**src/rtl/uc_pkg.sv**
```systemverilog
// Shared types and encodings for the microc control unit.
// Opcode classes are matched on opcode[5:2]; opcode[1:0] is don't-care.
package uc_pkg;

    localparam logic [3:0] OPC_LI   = 4'b0000;
    localparam logic [3:0] OPC_J    = 4'b0001;
    localparam logic [3:0] OPC_JZ   = 4'b0010;
    localparam logic [3:0] OPC_JNZ  = 4'b0011;
    localparam logic [3:0] OPC_JR   = 4'b0100;
    localparam logic [3:0] OPC_NOP  = 4'b0101;
    localparam logic [3:0] OPC_HALT = 4'b0110;
    localparam logic [3:0] OPC_ILL  = 4'b0111;

    localparam logic [2:0] ALU_NONE = 3'b000;
    localparam logic [2:0] ALU_ADD  = 3'b010;
    localparam logic [2:0] ALU_SUB  = 3'b011;

    typedef enum logic [2:0] {
        StRstWait  = 3'd0,
        StRun      = 3'd1,
        StStepWait = 3'd2,
        StExec     = 3'd3,
        StHalted   = 3'd4
    } state_e;

    typedef struct packed {
        logic       s_inc;
        logic       s_abs;
        logic       s_inm;
        logic       we3;
        logic       wez;
        logic [2:0] op;
    } ctrl_t;

    // Safe control word: no writes, PC would advance by one if it were enabled.
    localparam ctrl_t CTRL_IDLE = '{
        s_inc: 1'b1, s_abs: 1'b0, s_inm: 1'b0, we3: 1'b0, wez: 1'b0, op: ALU_NONE
    };

endpackage

```
**src/rtl/uc_decode.sv**
```systemverilog
// Combinational opcode decoder: opcode and zero flag to datapath control word.
module uc_decode
    import uc_pkg::*;
(
    input  logic [5:0] opcode,
    input  logic       z,
    output ctrl_t      ctrl,
    output logic       is_halt,
    output logic       is_illegal
);

    always_comb begin
        ctrl       = CTRL_IDLE;
        is_halt    = 1'b0;
        is_illegal = 1'b0;
        if (opcode[5]) begin
            ctrl.op  = opcode[4:2];
            ctrl.we3 = 1'b1;
            ctrl.wez = 1'b1;
        end else begin
            case (opcode[5:2])
                OPC_LI: begin
                    ctrl.s_inm = 1'b1;
                    ctrl.we3   = 1'b1;
                end
                OPC_J: begin
                    ctrl.s_inc = 1'b0;
                    ctrl.s_abs = 1'b1;
                end
                OPC_JZ: begin
                    ctrl.s_inc = ~z;
                    ctrl.s_abs = 1'b1;
                end
                OPC_JNZ: begin
                    ctrl.s_inc = z;
                    ctrl.s_abs = 1'b1;
                end
                OPC_JR:   ctrl.s_inc = 1'b0;
                OPC_NOP:  ;
                OPC_HALT: is_halt = 1'b1;
                OPC_ILL:  is_illegal = 1'b1;
                default:  ;
            endcase
        end
    end

endmodule

```
**src/rtl/uc_fsm.sv**
```systemverilog
// Sequenced control unit for the microc datapath: run / single-step / halt,
// sticky illegal-opcode flag and a saturating retired-instruction counter.
module uc_fsm
    import uc_pkg::*;
#(
    parameter int unsigned CNT_W = 16
) (
    input  logic             clk,
    input  logic             reset,
    input  logic [5:0]       opcode,
    input  logic             z,
    input  logic             run_mode,
    input  logic             step,
    input  logic             resume,
    output logic             s_inc,
    output logic             s_abs,
    output logic             s_inm,
    output logic             we3,
    output logic             wez,
    output logic [2:0]       op,
    output logic             pc_en,
    output logic             halted,
    output logic             illegal,
    output logic [CNT_W-1:0] instr_count
);

    state_e state_q;
    logic   step_d;
    ctrl_t  dec_ctrl;
    ctrl_t  ctrl_out;
    logic   is_halt;
    logic   is_illegal;
    logic   executing;

    uc_decode u_decode (
        .opcode     (opcode),
        .z          (z),
        .ctrl       (dec_ctrl),
        .is_halt    (is_halt),
        .is_illegal (is_illegal)
    );

    assign executing = (state_q == StRun) || (state_q == StExec);

    // z feeds straight through the decoder so conditional jumps resolve this cycle.
    always_comb begin
        ctrl_out = CTRL_IDLE;
        if (executing) begin
            ctrl_out = dec_ctrl;
        end
    end

    assign s_inc  = ctrl_out.s_inc;
    assign s_abs  = ctrl_out.s_abs;
    assign s_inm  = ctrl_out.s_inm;
    assign we3    = ctrl_out.we3;
    assign wez    = ctrl_out.wez;
    assign op     = ctrl_out.op;
    assign pc_en  = executing;
    assign halted = (state_q == StHalted);

    always_ff @(posedge clk or negedge reset) begin
        if (!reset) begin
            state_q     <= StRstWait;
            step_d      <= 1'b0;
            illegal     <= 1'b0;
            instr_count <= '0;
        end else begin
            step_d <= step;
            if (executing) begin
                if (is_illegal) begin
                    illegal <= 1'b1;
                end
                if (instr_count != {CNT_W{1'b1}}) begin
                    instr_count <= instr_count + CNT_W'(1);
                end
            end
            case (state_q)
                StRstWait: state_q <= run_mode ? StRun : StStepWait;
                StRun: begin
                    if (is_halt) begin
                        state_q <= StHalted;
                    end else if (!run_mode) begin
                        state_q <= StStepWait;
                    end
                end
                StStepWait: begin
                    if (run_mode) begin
                        state_q <= StRun;
                    end else if (step && !step_d) begin
                        state_q <= StExec;
                    end
                end
                StExec: begin
                    if (is_halt) begin
                        state_q <= StHalted;
                    end else begin
                        state_q <= run_mode ? StRun : StStepWait;
                    end
                end
                StHalted: begin
                    if (resume) begin
                        state_q <= run_mode ? StRun : StStepWait;
                    end
                end
                default: state_q <= StRstWait;
            endcase
        end
    end

endmodule
```
**config.mk**
```make
export PLATFORM = sky130hd
export DESIGN_NAME = uc_fsm
export DESIGN_NICKNAME = d
export VERILOG_FILES = /design/src/rtl/uc_pkg.sv /design/src/rtl/uc_decode.sv /design/src/rtl/uc_fsm.sv
export SDC_FILE = /design/constraint.sdc
export NUM_CORES = 1
export LEC_CHECK = 0
export ABC_AREA = 1
export BUFFER_PORTS_ARGS = -buffer_cell sky130_fd_sc_hd__buf_2
export CORE_ASPECT_RATIO = 1.75
export CORE_MARGIN = 2
export CORE_UTILIZATION = 40
export CTS_BUF_LIST = sky130_fd_sc_hd__clkbuf_16
export CTS_CLUSTER_DIAMETER = 80
export CTS_CLUSTER_SIZE = 28
export DETAILED_ROUTE_END_ITERATION = 12
export PLACE_DENSITY = 0.63
export SYNTH_ARGS = -nofsm -noshare
export SYNTH_HDL_FRONTEND = slang
export SYNTH_SLANG_ARGS = --single-unit
```
**constraint.sdc**
```tcl
create_clock -name clk -period 1.6 [get_ports clk]
set_input_delay 0.24 -clock clk [delete_from_list [all_inputs] [get_ports clk]]
set_output_delay 0.24 -clock clk [all_outputs]
set_load 0.02 [all_outputs]
```
-- Yosys cells after proc, flatten, opt, wreduce, memory -nomap -nowiden
Index checks and enable logic that the tools add are counted.
- register bits after elaboration: 21
- bits of input ports: 12
- output and inout bits: 27
- word-level logic and storage cells: 49
- $add $sub $neg: 1
- eq/ne operators: 14
- mux-type cells: 19
- bitwise logic cells: 1
- reductions and logical operators: 10
- operator list (cell ; number):
    two-way mux 3 bit ; 7
    adder 16 x 1 -> 16 bit, second input constant ; 1
    inequality test 16 bit, second input constant ; 1
    one-hot mux 3 bit (5 select lines) ; 1
    equality test 4 x 3 -> 1 bit, second input constant ; 3
    equality test 4 x 2 -> 1 bit, second input constant ; 2
    two-way mux 8 bit ; 1
    equality test 3 x 2 -> 1 bit, second input constant ; 2
    two-way mux 1 bit ; 6
    inequality test 3 bit, second input constant ; 2
    equality test 4 x 1 -> 1 bit, second input constant ; 1
    zero test 4 bit ; 1
    two-way mux 2 bit ; 2
    two-way mux 4 bit ; 1
    AND reduction 2 bit ; 2
    equality test 3 x 1 -> 1 bit, second input constant ; 1
    equality test 3 bit, second input constant ; 1
    zero test 3 bit ; 1
    one-hot mux 1 bit (3 select lines) ; 1
    AND reduction 3 bit ; 1
    OR reduction 3 bit ; 1
    inequality test 2 bit, second input constant ; 1
    OR reduction 2 bit ; 1
    logical AND 1 bit ; 1
    3 further kinds ; 3

-- Logic depth before layout (Yosys ltp)
Gate-level depths: netlist of run 1.
- depth after elaboration: 5
- depth in mapped cells: 9
- gate-level depth less buffers: 9

-- Cells and area by module
A second synthesis of run 1 with hierarchy kept.
- cells, all modules: 227
- area, all modules: 1438.9 um^2
- modules (own cells, without submodules) (module ; instances ; cells an instance ; area each (um^2) ; sequential area each (um^2)):
    uc_fsm ; 1 ; 198 ; 1318.8 ; 525.5
    uc_decode ; 1 ; 29 ; 120.1 ; 0.0

-- Worst setup path before layout of run 1
Ideal clock, no wire load.
- path kind: register to register
- start: reg instr_count[1]
- end: reg instr_count[15]
- setup time: 117 ps
- data arrival time: 1419 ps
- slack: 65 ps
- cell stages (with the launch flop): 10
- path buffers: 1
- period minus slack after synthesis: 1535 ps
- path through: dfrtp_1 > ha_1 > nand3_2 > inv_1 > nand2_2 > nor2_1 > nor2_2 > buf_6 > nand2_1 > nand2_1
- word-level cells in the longest chain between the ends: 2
- elaborated cells between the ends (all ways): 3
- ends and longest elaborated chain (element ; RTL line ; RTL):
    start: declaration ; uc_fsm.sv:24 ; output logic [CNT_W-1:0] instr_count
    start signal: assignment ; uc_fsm.sv:75 ; instr_count <= instr_count + CNT_W'(1);
    parallel branches: the longest is 2 deep, another holds adder 16 x 1 -> 16 bit ; n/a ;
Several ways; the timed one is not identified.
A chain may end at the register's enable or synchronous reset.

-- Worst setup path after layout of run 1
- start: reg state_q[2]
- end: out s_inm
- word-level cells in the longest chain between the ends: 3
- elaborated cells between the ends (all ways): 4
- ends and longest elaborated chain (element ; RTL line ; RTL):
    start: declaration ; uc_fsm.sv:27 ; state_e state_q;
    start signal: assignment ; uc_fsm.sv:64 ; state_q <= StRstWait;
    start signal: assignment ; uc_fsm.sv:79 ; StRstWait: state_q <= run_mode ? StRun : StStepWait;
    start signal: assignment ; uc_fsm.sv:82 ; state_q <= StHalted;
    equality test 3 x 1 -> 1 bit or equality test 3 x 2 -> 1 bit (tied branches) ; uc_fsm.sv:43 ; assign executing = (state_q == StRun) || (state_q == StExec);
    logical OR 1 bit * ; uc_fsm.sv:43 ;
    two-way mux 8 bit * ; uc_fsm.sv:48 ; if (executing) begin
    end: declaration ; uc_fsm.sv:17 ; output logic s_inm,
Every way passes the cells marked *; elsewhere a longest branch is shown, timed or not.

==> metrics.cfg, run 1 <==
[outcome]
status=complete, no violations

[timing]
whs_ps=102
fmax_mhz=643
setup_violations=0
worstMarginPinSlew_ps=492
clock_skew_ps=1.67
post-route-period-util_pct=97.2
relSlewSlack_pct=67.2
hold_viol=0
slew_violations=0
tns_ps=0
fin_crit_ps=1550

[synthesis]
yosys_register_bits=21
yosys_warnings=0
ys_seq_area_share_pct=38.1
netlist_instances=204
synth_area_per_cell_um2=6.77
synth_area_um2=1380
synth_cell_types=23
synth_fp_nets=217

[grt]
grt_pass1_wl_um=5930
grt_pass1_vias=1370
antenna_found_initial=0
grt_usage_pct=19.6
grt_overflow=0
grt_max_degree=22

[pwr]
leakage_nw=1.00
peakVddDrop_mv=0.880
power.share.switching_pct=39.9
seq_power_share_pct=30.0
p_int_w=0.00144
totalPowerFinal_w=0.00240
switchingPower_w=0.000960
pwr-share-comb_pct=47.6
p_per_area_nw_per_um2=1290
p_clk_share_pct=22.4

[die]
initial_core_util_pct=41.5
die_h_um=81.7
io_pins=39
rows=28
die_w_um=48.4
core_area_um2=3330
die_area_um2=3950

[worst_setup_path]
ff2ff_path_depth=9
r2r_end=instr_count[11]$_DFFE_PN0P_
worstPathMaxFanout=4
crit_type=reg -> out
rr_startpoint=instr_count[0]$_DFFE_PN0P_
required_ps=1360
start_kind=flip-flop
worstPathArrival_ps=1310
critPathCaptureType=output pin
r2r_slack_ps=160

[hold_path]
min_from=step
min_path_type=in -> reg
min_to=step_d$_DFF_PN0_
min_path_cells=1

[clock_network]
cts_tree=built
clk_latency_ps=260
clockBufferDepth=2
clk_pin_slew_ps=60
cts_sinks=21
cts_buffers=3
htreeDepth=1
cts-root-buf=clkbuf_16

[detailed_routing]
drt-vias-per-instance=4.70
drc=0
vias=1452
ant_nets=0
wl_per_cell_um=11.3
drtIter0Drc=11
drt-total-wl_um=3490
drt_pre_antenna_iters=4

[cells_and_area]
drive_gt1_share_pct=27.7
final_cell_mix=nand2_1, buf_2, nor2_1
area_growth_pct=34.8
nets=278
final_common_cell=nand2_1
fin_util_pct=55.9
antenna_cells=0

[run]
cap_violations=0

[placed_design]
post-dp-hpwl_um=2660
routabilityCongestion=0.839
port_buffers=36

-- per-layer routing --
| layer | vias to the layer above | global-route usage (%) | wire [um] | part of all wire, % |
|---|---|---|---|---|
| met1 | 657 | 19.2 | 1300 | 37 |
| li1 | 753 | - | - | - |
| met5 | - | 0 | 0 | 0 |
| met3 | 5 | 3.27 | 132 | 3.8 |
| met4 | 0 | 8.57 | 62 | 1.8 |
| met2 | 37 | 39.7 | 1990 | 57 |
-- registers in the layout, summed over array words and instances (netlist names) --
name and flops:
illegal 1, instr_count 16, state_q 3, step_d 1
-- synthesized netlist by cell type (all sizes together) --
cell | n | area share [%]
nand2 | 88 | 24
nor2 | 31 | 10
ha | 1 | 0.91
nand3b | 1 | 0.54
o21ai | 4 | 2.3
nand3 | 12 | 5.1
o2111ai | 1 | 0.63
dfrtp | 21 | 38
a21oi | 2 | 0.73
o211ai | 1 | 0.54
nor3 | 4 | 1.5
o21bai | 1 | 0.54
xnor2 | 4 | 2.5
xor2 | 4 | 2.5
inv | 22 | 6.0
nand4 | 5 | 2.3
buf | 2 | 1.6
-- logic make-up (layout without fill, tap and decap cells) --
group,count (synthesis),in the layout,synth area share (%)
DFF,21,21,38.1
xor gates and xnor gates,8,8,5.08
buffers and inverters,24,84,7.62
adders and majority gates,1,1,0.906
and+or+nand+nor,141,141,43.6
AOI/OAI and AO/OA,9,9,4.71
-- cell type report --
class / count / area, um2
sequential: 21 / 527
tap: 45 / 56.3
fill: 356 / 1470
multi-input combinational: 159 / 762
clock buffer: 3 / 75.1
inverter: 22 / 82.6
timing repair buffer: 58 / 354
clock inverter: 1 / 3.75
-- per-stage QoR --
stage,setup WS [ps],cells,instance area [um2]
after global routing,-10.5,309,1860
after floorplan,64.8,204,1380
after CTS,20.7,306,1820
after detailed placement,1.67,297,1700
final,45.2,309,1860
after global placement,20.4,297,1700
-- critical path, cell delays in order, from the launching register on --
cell,delay (ps)
dfrtp_2,440
nor2_8,140
buf_6,110
nand2_2,50
nor3_2,160
buf_4,160
-- worst max path at each step --
stage	from	to	slack [ps]	cells past startpoint
after detailed placement	instr_count[0]$_DFFE_PN0P_	instr_count[11]$_DFFE_PN0P_	2	8
after global routing	state_q[0]$_DFFE_PN0P_	s_inm	-10	6
final	state_q[2]$_DFFE_PN0P_	s_inm	50	5
after global placement	instr_count[0]$_DFFE_PN0P_	instr_count[13]$_DFFE_PN0P_	20	8
after CTS	state_q[0]$_DFFE_PN0P_	s_inm	20	6
after floorplan	instr_count[1]$_DFFE_PN0P_	instr_count[15]$_DFFE_PN0P_	60	9
-- timing repair --
action | in CTS | in global routing
hold buffers | 1 | 0
resized for setup | 2 | 4
pin swaps | 1 | 2
endpoints found under the setup margin | 8 | 3
endpoints found under the hold margin | 21 | 0
setup buffers | 4 | 3
-- power by group through the flow --
stage / clock, W / combinational [W] / sequential, W
floorplan: 0 / 0.000613 / 0.000824
CTS: 0.000545 / 0.00111 / 0.000724
global placement: 0 / 0.00101 / 0.000736
global route: 0.000573 / 0.00128 / 0.000739
detailed placement: 0 / 0.00100 / 0.000738
finish: 0.000539 / 0.00114 / 0.000721
Note: power is estimated with default switching activity, not from simulation.
==> run 2: changes to the inputs <==
ABC_AREA = default   (was 1)
PLACE_DENSITY = 0.65   (was 0.63)
==> run 2 against run 1 <==
  * Hold slack improved by 2.1 ps
  * Clock-buffer cell count unchanged
  * Critical path depth unchanged
  * Maximum frequency increased by 0.33%
  * Clock power decreased by 2%
  * Critical path type is now reg -> reg
  * Highest routed layer unchanged
==> metrics.cfg, run 2 <==
[clock_network]
clk_latency_ps=250
clk_pin_slew_ps=60
htreeDepth=1
cts-root-buf=clkbuf_16
cts_buffers=3
cts_sinks=21
cts_tree=built
clockBufferDepth=2

[cells_and_area]
antenna_cells=0
largest_register_ffs=16
regMostFlops=instr_count
nets=183
drive_gt1_share_pct=52.7
top_regs=instr_count: 16 flops, state_q: 3 flops
area_growth_pct=43.7
final_common_cell=buf_2
final_cell_mix=buf_2, buf_4, dfrtp_2

[synthesis]
synth_compound_area_share_pct=11.0
yosys_warnings=0
yosys_register_bits=21
netlist_instances=115
synth.most_common_cell=dfrtp_1
async_reset_ff_share_pct=100
yosys_most_used_dff=dfrtp_1
synth_cell_types=38
synth_top_family_by_area=simple AND/OR/NAND/NOR gates
synth-adder-area-share_pct=1.08
synth_area_um2=1150
synth-edff-count=0
yosys-top-cells-area=dfrtp_1, nand2_1, xnor2_1
yosys.area.top_type=dfrtp_1
synth_area_per_cell_um2=10.0
yosysTopAreaCellShare_pct=45.6
synth_fp_nets=128
synth_common_cells=dfrtp_1, nand2_1, a31oi_1, and3_1
synth_xor_area_share_pct=6.83
ys_seq_area_share_pct=45.6
yosys.area_share.simple_pct=27.2
synthMuxAreaShare_pct=5.64

[outcome]
status=complete, no violations

[worst_setup_path]
crit_path_max_incr_delay_ps=440
start_kind=flip-flop
required_ps=1740
crit_type=reg -> reg
worstPathMaxFanout=6
cp_cell_sequence=ha_4 -> and3b_2 -> buf_4 -> nand4_1 -> mux2_1
worst_path_max_delay_cell=dfrtp_2
worstPathArrival_ps=1690
critPathCaptureType=flip-flop

[grt]
grt_overflow=0
grt_max_degree=22
grt_usage_pct=19.4
grt_pass1_wl_um=4800
antenna_found_initial=0
grt_pass1_vias=1121

[placed_design]
routabilityCongestion=0.814
dp_slack_ps=28.0
port_buffers=36
post-dp-hpwl_um=2090

[die]
io_pins=39
die_w_um=44.6
die_area_um2=3350
core_area_um2=2720
rows=25
initial_core_util_pct=42.4
die_h_um=75.0

[hold_path]
min_path_type=in -> reg

[timing]
rsz0062_at_grt=true
setup_violations=0
clock_skew_ps=1.52
worstMarginPinSlew_ps=475
worst_slack_ps=50.3
relSlewSlack_pct=68.3
slew_violations=0
hold_viol=0
post-route-period-util_pct=96.9
fin_crit_ps=1550
fmax_mhz=645
whs_ps=104

[run]
cap_violations=0

[detailed_routing]
drt_pre_antenna_iters=4
vias=1088
ant_nets=0
wl_per_cell_um=14.1
drtIter0Drc=28
drt-total-wl_um=2770
drc=0
drt-vias-per-instance=5.55

[pwr]
leakage_nw=0.819
peakVddDrop_mv=0.731
totalPowerFinal_w=0.00193
p_per_area_nw_per_um2=1160

run 2: cell count changes after synthesis, sizes merged, moves of 4 or more:
cell / change
a31oi: +6
nor2b: +4
nand3: -7
and3: +6
inv: -19
clkbuf: +4
mux2: +4
nor2: -28
nand2: -74
run 2: through the flow:
stage	util (%)	setup TNS (ps)	area, um2	instances
finish	60.9	0	1660	196
CTS	58.8	0	1600	192
global placement	54.6	0	1490	185
detailed placement	54.6	0	1490	185
floorplan	-	-203	1200	115
global route	60.9	-16.4	1660	196
run 2: repair_timing:
item	in CTS	in global routing
buffers inserted	2	3
endpoints found under the setup margin	3	5
gates resized for setup	1	9
endpoints found under the hold margin	21	0
gates cloned	0	1
hold buffers	1	0
run 2: area by class of cell:
cell class | count | area (um2)
clock inverters | 1 | 5.00
flip-flops and latches | 21 | 543
multi-input cells | 86 | 661
fillers | 237 | 1060
inverters | 3 | 11.3
repair buffers | 55 | 329
well taps | 27 | 33.8
clock buffers | 3 | 75.1
run 2: worst paths after layout:
path,slack [ps],cells past startpoint,startpoint,end
setup / recovery,50,5,instr_count[1]$_DFFE_PN0P_,instr_count[14]$_DFFE_PN0P_
hold / removal,100,1,step,step_d$_DFF_PN0_
setup reg to reg,50,5,instr_count[1]$_DFFE_PN0P_,instr_count[14]$_DFFE_PN0P_
hold reg to reg,470,1,illegal$_DFFE_PN0P_,illegal$_DFFE_PN0P_
max in group asynchronous,770,2,reset,instr_count[5]$_DFFE_PN0P_
min in group asynchronous,480,2,reset,state_q[1]$_DFFE_PN0P_
run 2: cell families after synthesis:
family                   count (synthesis)
adder cells (fa/ha/maj)                  1
AND/OR/NAND/NOR                         53
XOR/XNOR                                 9
flip-flops                              21
buffers and inverters                    8
multiplexers                             6
AO/OA/AOI/OAI                           17
run 2: critical path: cells and delay by family (launching register included):
family	cells	cell delay, ps
fa+ha+maj	1	200
buf+inv	1	150
flops	1	440
mux	1	320
simple gates	2	330
run 2: per-layer routing:
layer | track usage [%] | routed length [um]
met1 | 20.6 | 998
met2 | 36.1 | 1580
met3 | 2.16 | 146
met4 | 10.1 | 52
met5 | 0 | 0
run 2: power by group:
part           internal [W]  switching [W]  leakage (nW)  total (W)
Combinational      0.000293       0.000350         0.527   0.000643
Clock              0.000336       0.000191        0.0409   0.000527
Sequential         0.000640       0.000120         0.251   0.000759
